## config.mk

```make
export PLATFORM = sky130hd
export DESIGN_NAME = spi_config_master
export DESIGN_NICKNAME = d
export VERILOG_FILES = /design/src/rtl/spi_config_master.sv
export SDC_FILE = /design/constraint.sdc
export NUM_CORES = 1
export LEC_CHECK = 0
export ABC_AREA = 1
export CAP_MARGIN = 5
export CORE_MARGIN = 2
export CORE_UTILIZATION = 30
export DETAILED_ROUTE_END_ITERATION = 7
export GPL_ROUTABILITY_DRIVEN = 0
export GPL_TIMING_DRIVEN = 0
export SLEW_MARGIN = 20
export SYNTH_ARGS = -nofsm -noshare
export SYNTH_HDL_FRONTEND = slang
export SYNTH_SLANG_ARGS = --single-unit
```

## constraint.sdc

```tcl
create_clock -name clk -period 2.51 [get_ports clk]
set_input_delay 0.753 -clock clk [delete_from_list [all_inputs] [get_ports clk]]
set_output_delay 0.753 -clock clk [all_outputs]
set_load 0.01 [all_outputs]
```

## src/rtl/spi_config_master.sv

```systemverilog
// SPI mode-0 configuration master.
// Sends one DW-bit word MSB first and captures the slave's previous
// contents from spi_miso. All outputs come straight from flops.
module spi_config_master #(
    parameter int DW      = 42,
    parameter int CLK_DIV = 2
) (
    input  logic          clk,
    input  logic          rst_n,
    input  logic          start,
    input  logic [DW-1:0] cfg_data,
    output logic          busy,
    output logic          done,
    output logic [DW-1:0] rd_data,
    output logic          spi_clk,
    output logic          spi_csn,
    output logic          spi_mosi,
    input  logic          spi_miso
);

    localparam int            BW       = $clog2(DW + 1);
    localparam logic [7:0]    DIV_LAST = 8'(CLK_DIV - 1);
    localparam logic [BW-1:0] BITS     = BW'(DW);

    typedef enum logic [2:0] {
        ST_IDLE,
        ST_LEAD,
        ST_HIGH,
        ST_LOW,
        ST_END,
        ST_GAP
    } state_t;

    state_t        state_reg;
    logic [7:0]    div_reg;
    logic [BW-1:0] bit_reg;
    logic [DW-1:0] tx_reg;
    logic [DW-1:0] rx_reg;

    wire div_last = (div_reg == DIV_LAST);

    // Transaction sequencer: every output is assigned on the same edge
    // that enters the state it belongs to, so no output is decoded.
    always_ff @(posedge clk or negedge rst_n) begin
        if (!rst_n) begin
            state_reg <= ST_IDLE;
            div_reg   <= '0;
            bit_reg   <= '0;
            tx_reg    <= '0;
            rx_reg    <= '0;
            busy      <= 1'b0;
            done      <= 1'b0;
            rd_data   <= '0;
            spi_clk   <= 1'b0;
            spi_csn   <= 1'b1;
            spi_mosi  <= 1'b0;
        end else begin
            done <= 1'b0;
            case (state_reg)
                ST_IDLE: begin
                    if (start) begin
                        // Word is latched here; later cfg_data changes are ignored.
                        tx_reg    <= cfg_data;
                        spi_mosi  <= cfg_data[DW-1];
                        spi_csn   <= 1'b0;
                        busy      <= 1'b1;
                        div_reg   <= '0;
                        bit_reg   <= '0;
                        state_reg <= ST_LEAD;
                    end
                end
                ST_LEAD: begin
                    if (div_last) begin
                        // First rising edge: capture the slave MSB before it shifts.
                        div_reg   <= '0;
                        spi_clk   <= 1'b1;
                        rx_reg    <= {rx_reg[DW-2:0], spi_miso};
                        bit_reg   <= bit_reg + BW'(1);
                        state_reg <= ST_HIGH;
                    end else begin
                        div_reg <= div_reg + 8'd1;
                    end
                end
                ST_HIGH: begin
                    if (div_last) begin
                        // Falling edge: present the next bit for a full low phase.
                        div_reg   <= '0;
                        spi_clk   <= 1'b0;
                        spi_mosi  <= tx_reg[DW-2];
                        tx_reg    <= {tx_reg[DW-2:0], 1'b0};
                        state_reg <= ST_LOW;
                    end else begin
                        div_reg <= div_reg + 8'd1;
                    end
                end
                ST_LOW: begin
                    if (div_last) begin
                        div_reg <= '0;
                        if (bit_reg == BITS) begin
                            spi_csn   <= 1'b1;
                            spi_mosi  <= 1'b0;
                            busy      <= 1'b0;
                            done      <= 1'b1;
                            rd_data   <= rx_reg;
                            state_reg <= ST_END;
                        end else begin
                            spi_clk   <= 1'b1;
                            rx_reg    <= {rx_reg[DW-2:0], spi_miso};
                            bit_reg   <= bit_reg + BW'(1);
                            state_reg <= ST_HIGH;
                        end
                    end else begin
                        div_reg <= div_reg + 8'd1;
                    end
                end
                ST_END: begin
                    div_reg   <= '0;
                    state_reg <= ST_GAP;
                end
                ST_GAP: begin
                    // Guarantees csn-high spacing even with start held high.
                    if (div_last) begin
                        div_reg   <= '0;
                        bit_reg   <= '0;
                        state_reg <= ST_IDLE;
                    end else begin
                        div_reg <= div_reg + 8'd1;
                    end
                end
                default: begin
                    state_reg <= ST_IDLE;
                end
            endcase
        end
    end

endmodule

```

==> flow_summary.ini, run 1 <==
[floorplanning]
io_pins = 93
initial_utilization = 0.307
coreArea_sq_mm = 0.0211
row_count = 53
die_x_um = 151
die_y_um = 151
dieArea_sq_mm = 0.0228

[clock_tree]
cts.path.max_buffers = 2
cts_tree = built
insertion_delay_ns = 0.43
postCtsSetupBuffers = 0
clkSlewWorstSetupHoldPaths_ns = 0.07
cts-root-buf = clkbuf_16
cts_hold_buf = 0
cts_buffers = 17
cts-resized-gates = 0
h-tree-depth = 4
clock-sinks = 147

[drt]
wl_per_cell_um = 12.2
wl_um = 14300
drtPass1Iterations = 6
antenna_left = 0
vias_per_cell = 4.49
drc_errors = 0
drt-initial-drc-count = 301
vias = 5267

[global_route]
grt_pass1_wl_um = 24500
grt_max_degree = 82
grt_util_all_layers = 0.135
gr-total-overflow = 0
grt_antenna_before_repair = 0
grt_pass1_vias = 5075

[power]
power_density_mw_per_mm2 = 607
power_leakage_nw = 3.76
ir_drop_v = 0.000498

[yosys]
syn_nets = 824
syn_inst = 774
yosysSeqAreaShare = 0.568
synth_cell_types = 28
yosysWarnings = 0
avgSynthCellArea_sq_um = 8.37
ys_ff_latch = 147
syn-cell-area_sq_mm = 0.00648

[placed_design]
dpl.hpwl_um = 10100
dp_cells = 1142
placement.io_buffers = 92
placed_area_sq_mm = 0.00778

[sta]
rsz0062_at_grt = no
timing.fmax_mhz = 442
final-hold-violation-count = 0
timing.hold.ws_ns = 0.250
period_share = 0.901
slew_violations = 0
slew_headroom = 0.640
layout_min_cycle_time_ns = 2.26
setup_viol = 0
fin_worst_skew_ns = 0.0102
worstMarginPinSlew_ns = 0.540

[setup_path]
rr_startpoint = bit_reg[0]
path_max_fanout = 2
crit_buf_inv = 1
end_kind = output pin
rr_endpoint = rx_reg[35]
crit_type = reg -> out
r2r_cells = 10
required_ns = 1.76
cpPeakStageDelay_ns = 0.55
r2r_slack_ns = 0.61
slowest_stage = clkdlybuf4s50_1
arrival_ns = 1.51
worstPathCellList = clkdlybuf4s50_1
start_kind = flop
crit_family = buffers and inverters

[finish]
drive_above_1_share = 0.0845
insertedDiodeCount = 0
fin_cells = 1174
area_delta_synth_final_pct = 29.2
nFillCells = 2167
finalInstanceArea_sq_mm = 0.00837
layout.nets = 936

[hold_path]
hold_class = in -> async

[run_status]
status = complete, no violations

[run]
maxCapViolations = 0
-- cells by family (layout without fill, tap and decap cells) --
group                    Yosys count  count (layout)  share of synthesized area
AO/OA/AOI/OAI                    191             191                      0.149
flip-flops                       147             147                      0.568
XOR/XNOR                           3               3                    0.00405
AND/OR/NAND/NOR                  283             283                      0.175
buffers and inverters            146             271                     0.0965
adder cells (fa/ha/maj)            4               4                    0.00772
-- layer usage --
| metal | GRT usage | routed length [um] |
|---|---|---|
| met5 | 0 | 0 |
| met4 | 0.0453 | 179 |
| met3 | 0.0340 | 708 |
| met2 | 0.201 | 6220 |
| met1 | 0.191 | 7150 |
-- cell usage after synthesis --
master    count  area (sq um)
buf_6         5          56.3
nand4_1       5          31.3
o21ai_0     142           711
nand2_1     228           856
a22oi_1       1          7.51
a21oi_1       8          40.0
nand2_2       3          18.8
nor3_1        1          5.00
a31oi_1       1          6.26
nand3_1      15          75.1
clkbuf_1      8          30.0
ha_1          4          50.1
xnor2_1       1          8.76
a21oi_2       1          8.76
inv_2         6          22.5
nor2_1       26          97.6
o21ai_1      35           175
nor2_4        2          22.5
dfrtp_1     146          3650
xor2_1        2          17.5
o22ai_1       3          18.8
buf_2        15          75.1
inv_1       105           394
clkbuf_2      2          10.0
nor2_2        1          6.26
nand3_2       2          20.0
dfstp_2       1          26.3
buf_4         5          37.5
-- stage by stage --
| stage | setup slack (ns) | TNS, ns | total power, W | utilization |
|---|---|---|---|---|
| floorplan | 0.902 | 0 | 0.00244 | - |
| global placement | -5.46 | -798.62 | 0.00257 | 0.367 |
| detailed placement | 0.118 | 0 | 0.00257 | 0.369 |
| CTS | 0.223 | 0 | 0.00516 | 0.397 |
| global route | 0.209 | 0 | 0.00527 | 0.397 |
| finish | 0.249 | 0 | 0.00508 | 0.397 |
-- layout by cell type, fill, tap and decap left out, types with 3 or more instances in the layout --
| cell type | synthesis | final |
|---|---|---|
| nand2_1 | 228 | 228 |
| dfrtp_1 | 146 | 146 |
| o21ai_0 | 142 | 142 |
| inv_1 | 105 | 105 |
| clkdlybuf4s50_1 | 0 | 91 |
| o21ai_1 | 35 | 35 |
| nor2_1 | 26 | 26 |
| clkbuf_16 | 0 | 17 |
| nand3_1 | 15 | 15 |
| buf_2 | 15 | 15 |
| clkbuf_1 | 8 | 9 |
| a21oi_1 | 8 | 8 |
| inv_2 | 6 | 6 |
| buf_4 | 5 | 5 |
| buf_6 | 5 | 5 |
| nand4_1 | 5 | 5 |
| ha_1 | 4 | 4 |
| inv_6 | 0 | 4 |
| nand2_2 | 3 | 3 |
| o22ai_1 | 3 | 3 |
| inv_8 | 0 | 3 |
| clkinvlp_4 | 0 | 3 |
-- worst reg2reg max path: cells and delay by family, from the launching register on --
kind / cells / cell delay (ns)
AND/OR/NAND/NOR: 4 / 0.55
buffers and inverters: 4 / 0.51
flip-flops: 1 / 0.42
AO/OA/AOI/OAI: 1 / 0.15
adder cells (fa/ha/maj): 1 / 0.13
-- worst max-delay path by stage --
stage,cells after the start,from,slack (ns),endpoint
3_5_place_dp,8,start,0.12,bit_reg[3]
3_3_place_gp,1,rst_n,-5.46,tx_reg[12]
5_1_grt,1,spi_csn,0.21,spi_csn
2_1_floorplan,7,start,0.90,bit_reg[0]
4_1_cts,1,spi_csn,0.22,spi_csn
6_report,1,spi_csn,0.25,spi_csn
-- power by group --
group	internal, W	switching (W)
registers	0.00238	0.00000501
logic	0.0000719	0.0000679
clock network	0.00149	0.00107
-- cell type report --
class	count	area [sq um]	share of cell area
Inverter	111	417	0.0498
Clock buffer	18	429	0.0513
Clock inverter	14	165	0.0197
Tap cell	275	344	0.0411
Buffer	35	209	0.0250
Timing Repair Buffer	93	953	0.114
Multi-Input combinational cell	481	2180	0.260
Sequential cell	147	3680	0.439
(Power assumes the default switching activity.)
==> inputs of run 2 (changes only) <==
Settings changed: CORE_UTILIZATION 30 to 59, PLACE_DENSITY set to 0.86.
==> run 2 against run 1 <==
Final cell count fell by 12%. Non-clock buffer count did not move. Setup slack got worse by 0.075 ns. Sequential power barely moved. First-iteration DRC count rose by 27%. Design area fell by 2.0%. Fmax fell by 3.2%. Register-to-register slack got worse by 0.07 ns. Combinational power barely moved. Sequential share of layout area rose by 0.89 points. Critical endpoint unchanged. Largest power group unchanged. Highest routed layer unchanged.
==> flow_summary.ini, run 2 (same netlist as run 1, synthesis figures left out) <==
[global_route]
grt_util_all_layers = 0.263
grt_antenna_before_repair = 0
grt_max_degree = 103
grt_pass1_vias = 5238
grt_pass1_wl_um = 24400
gr-total-overflow = 0

[floorplanning]
dieArea_sq_mm = 0.0118
die_y_um = 109
row_count = 38
coreArea_sq_mm = 0.0108
initial_utilization = 0.601
die_x_um = 109
io_pins = 93

[sta]
timing.fmax_mhz = 428
slew_violations = 0
period_share = 0.931
rsz0062_at_grt = no
setup_viol = 0
fin_worst_skew_ns = 0.00827
final-hold-violation-count = 0
worstMarginPinSlew_ns = 0.497
setup_tns_ns = 0
finalWorstSetupSlack_ns = 0.174
layout_min_cycle_time_ns = 2.34
slew_headroom = 0.669

[finish]
fin_cells = 1037
drive_above_1_share = 0.0836
insertedDiodeCount = 0
multi_input_area_sq_mm = 0.00218
finalInstanceArea_sq_mm = 0.00821
layout.nets = 936
final_common_cell = nand2_1
seq_area_sq_mm = 0.00368
mostFrequentLayoutCells = nand2_1 (228), dfrtp_1 (146), o21ai_0 (142)
nFillCells = 739
area_delta_synth_final_pct = 26.6

[setup_path]
slowest_stage = dfstp_2
crit_buf_inv = 1
start_kind = flop
end_kind = output pin
crit_family = flip-flops
crit_type = reg -> out
arrival_ns = 1.58
cpPeakStageDelay_ns = 0.53
worstPathCellList = clkdlybuf4s50_1
path_max_fanout = 2
required_ns = 1.76

[clock_tree]
cts-resized-gates = 0
postCtsSetupBuffers = 0
clock-sinks = 147
cts_hold_buf = 0
cts-root-buf = clkbuf_8
cts.path.max_buffers = 2
insertion_delay_ns = 0.53
cts_buffers = 17
cts_tree = built
h-tree-depth = 4
clkSlewWorstSetupHoldPaths_ns = 0.06

[drt]
wl_um = 14500
antenna_left = 0
vias_per_cell = 5.36
vias = 5558
drtPass1Iterations = 6
wl_per_cell_um = 14.0
drt-initial-drc-count = 382
drc_errors = 0

[placed_design]
placement.io_buffers = 92
dpl.hpwl_um = 9800
dp_cells = 1007
placed_area_sq_mm = 0.00761
pre_cts_ws_ns = 0.180

[power]
pwr-share-seq = 0.470
swShare = 0.200
intPower_w = 0.00406
power_density_mw_per_mm2 = 619
clkPwrFrac = 0.502
pwr-share-comb = 0.027
power_leakage_nw = 3.77
p_switching_w = 0.00102
ir_drop_v = 0.000357

[hold_path]
hold_class = in -> async

[run]
maxCapViolations = 0

[run_status]
status = complete, no violations
run 2: changes by cell type in the layout (fill, tap and decap cells not counted), moves of 3 or more:
cell,delta
inv_8,-3
clkinvlp_4,-3
clkinv_2,+3
inv_6,-3
clkbuf_8,+5
run 2: path summary, 6_finish.rpt:
kind	startpoint	endpoint	cells past startpoint	slack [ns]
worst max-delay path	spi_csn	spi_csn	1	0.17
worst max register to register	bit_reg[0]	rd_data[39]	11	0.54
worst min-delay path	rst_n	rd_data[22]	1	0.11
max in group asynchronous	rst_n	tx_reg[39]	2	1.60
min in group clk	spi_mosi	spi_mosi	2	0.48
worst min register to register	spi_mosi	spi_mosi	2	0.48
run 2: layout make-up:
| cell class | instances | area share |
|---|---|---|
| Buffer | 35 | 0.0255 |
| Clock buffer | 21 | 0.0572 |
| Clock inverter | 9 | 0.0156 |
| Inverter | 111 | 0.0508 |
| Multi-Input combinational cell | 481 | 0.265 |
| Sequential cell | 147 | 0.448 |
| Tap cell | 140 | 0.0213 |
| Timing Repair Buffer | 93 | 0.116 |
run 2: power groups by stage:
| stage | sequential (W) | combinational [W] | clock (W) |
|---|---|---|---|
| floorplan | 0.00243 | 0.0000126 | 0 |
| global placement | 0.00243 | 0.000133 | 0 |
| detailed placement | 0.00243 | 0.000141 | 0 |
| CTS | 0.00239 | 0.000143 | 0.00257 |
| global route | 0.00239 | 0.000157 | 0.00268 |
| finish | 0.00239 | 0.000139 | 0.00255 |
run 2: metal layers:
layer / GRT usage / routed length (um) / share of wire / up-vias
met2: 0.439 / 7240 / 0.50 / 220
met3: 0.0562 / 726 / 0.050 / 36
met1: 0.338 / 6240 / 0.43 / 2639
met5: 0 / 0 / 0 / -
met4: 0.104 / 314 / 0.022 / 0
li1: - / - / - / 2663
run 2: stage by stage:
stage	power [W]	util	hold slack, ns
2_1_floorplan	0.00244	-	0.442
3_3_place_gp	0.00256	0.702	0.463
6_report	0.00508	0.760	0.112
5_1_grt	0.00523	0.760	0.125
4_1_cts	0.00510	0.760	0.108
3_5_place_dp	0.00257	0.705	0.471
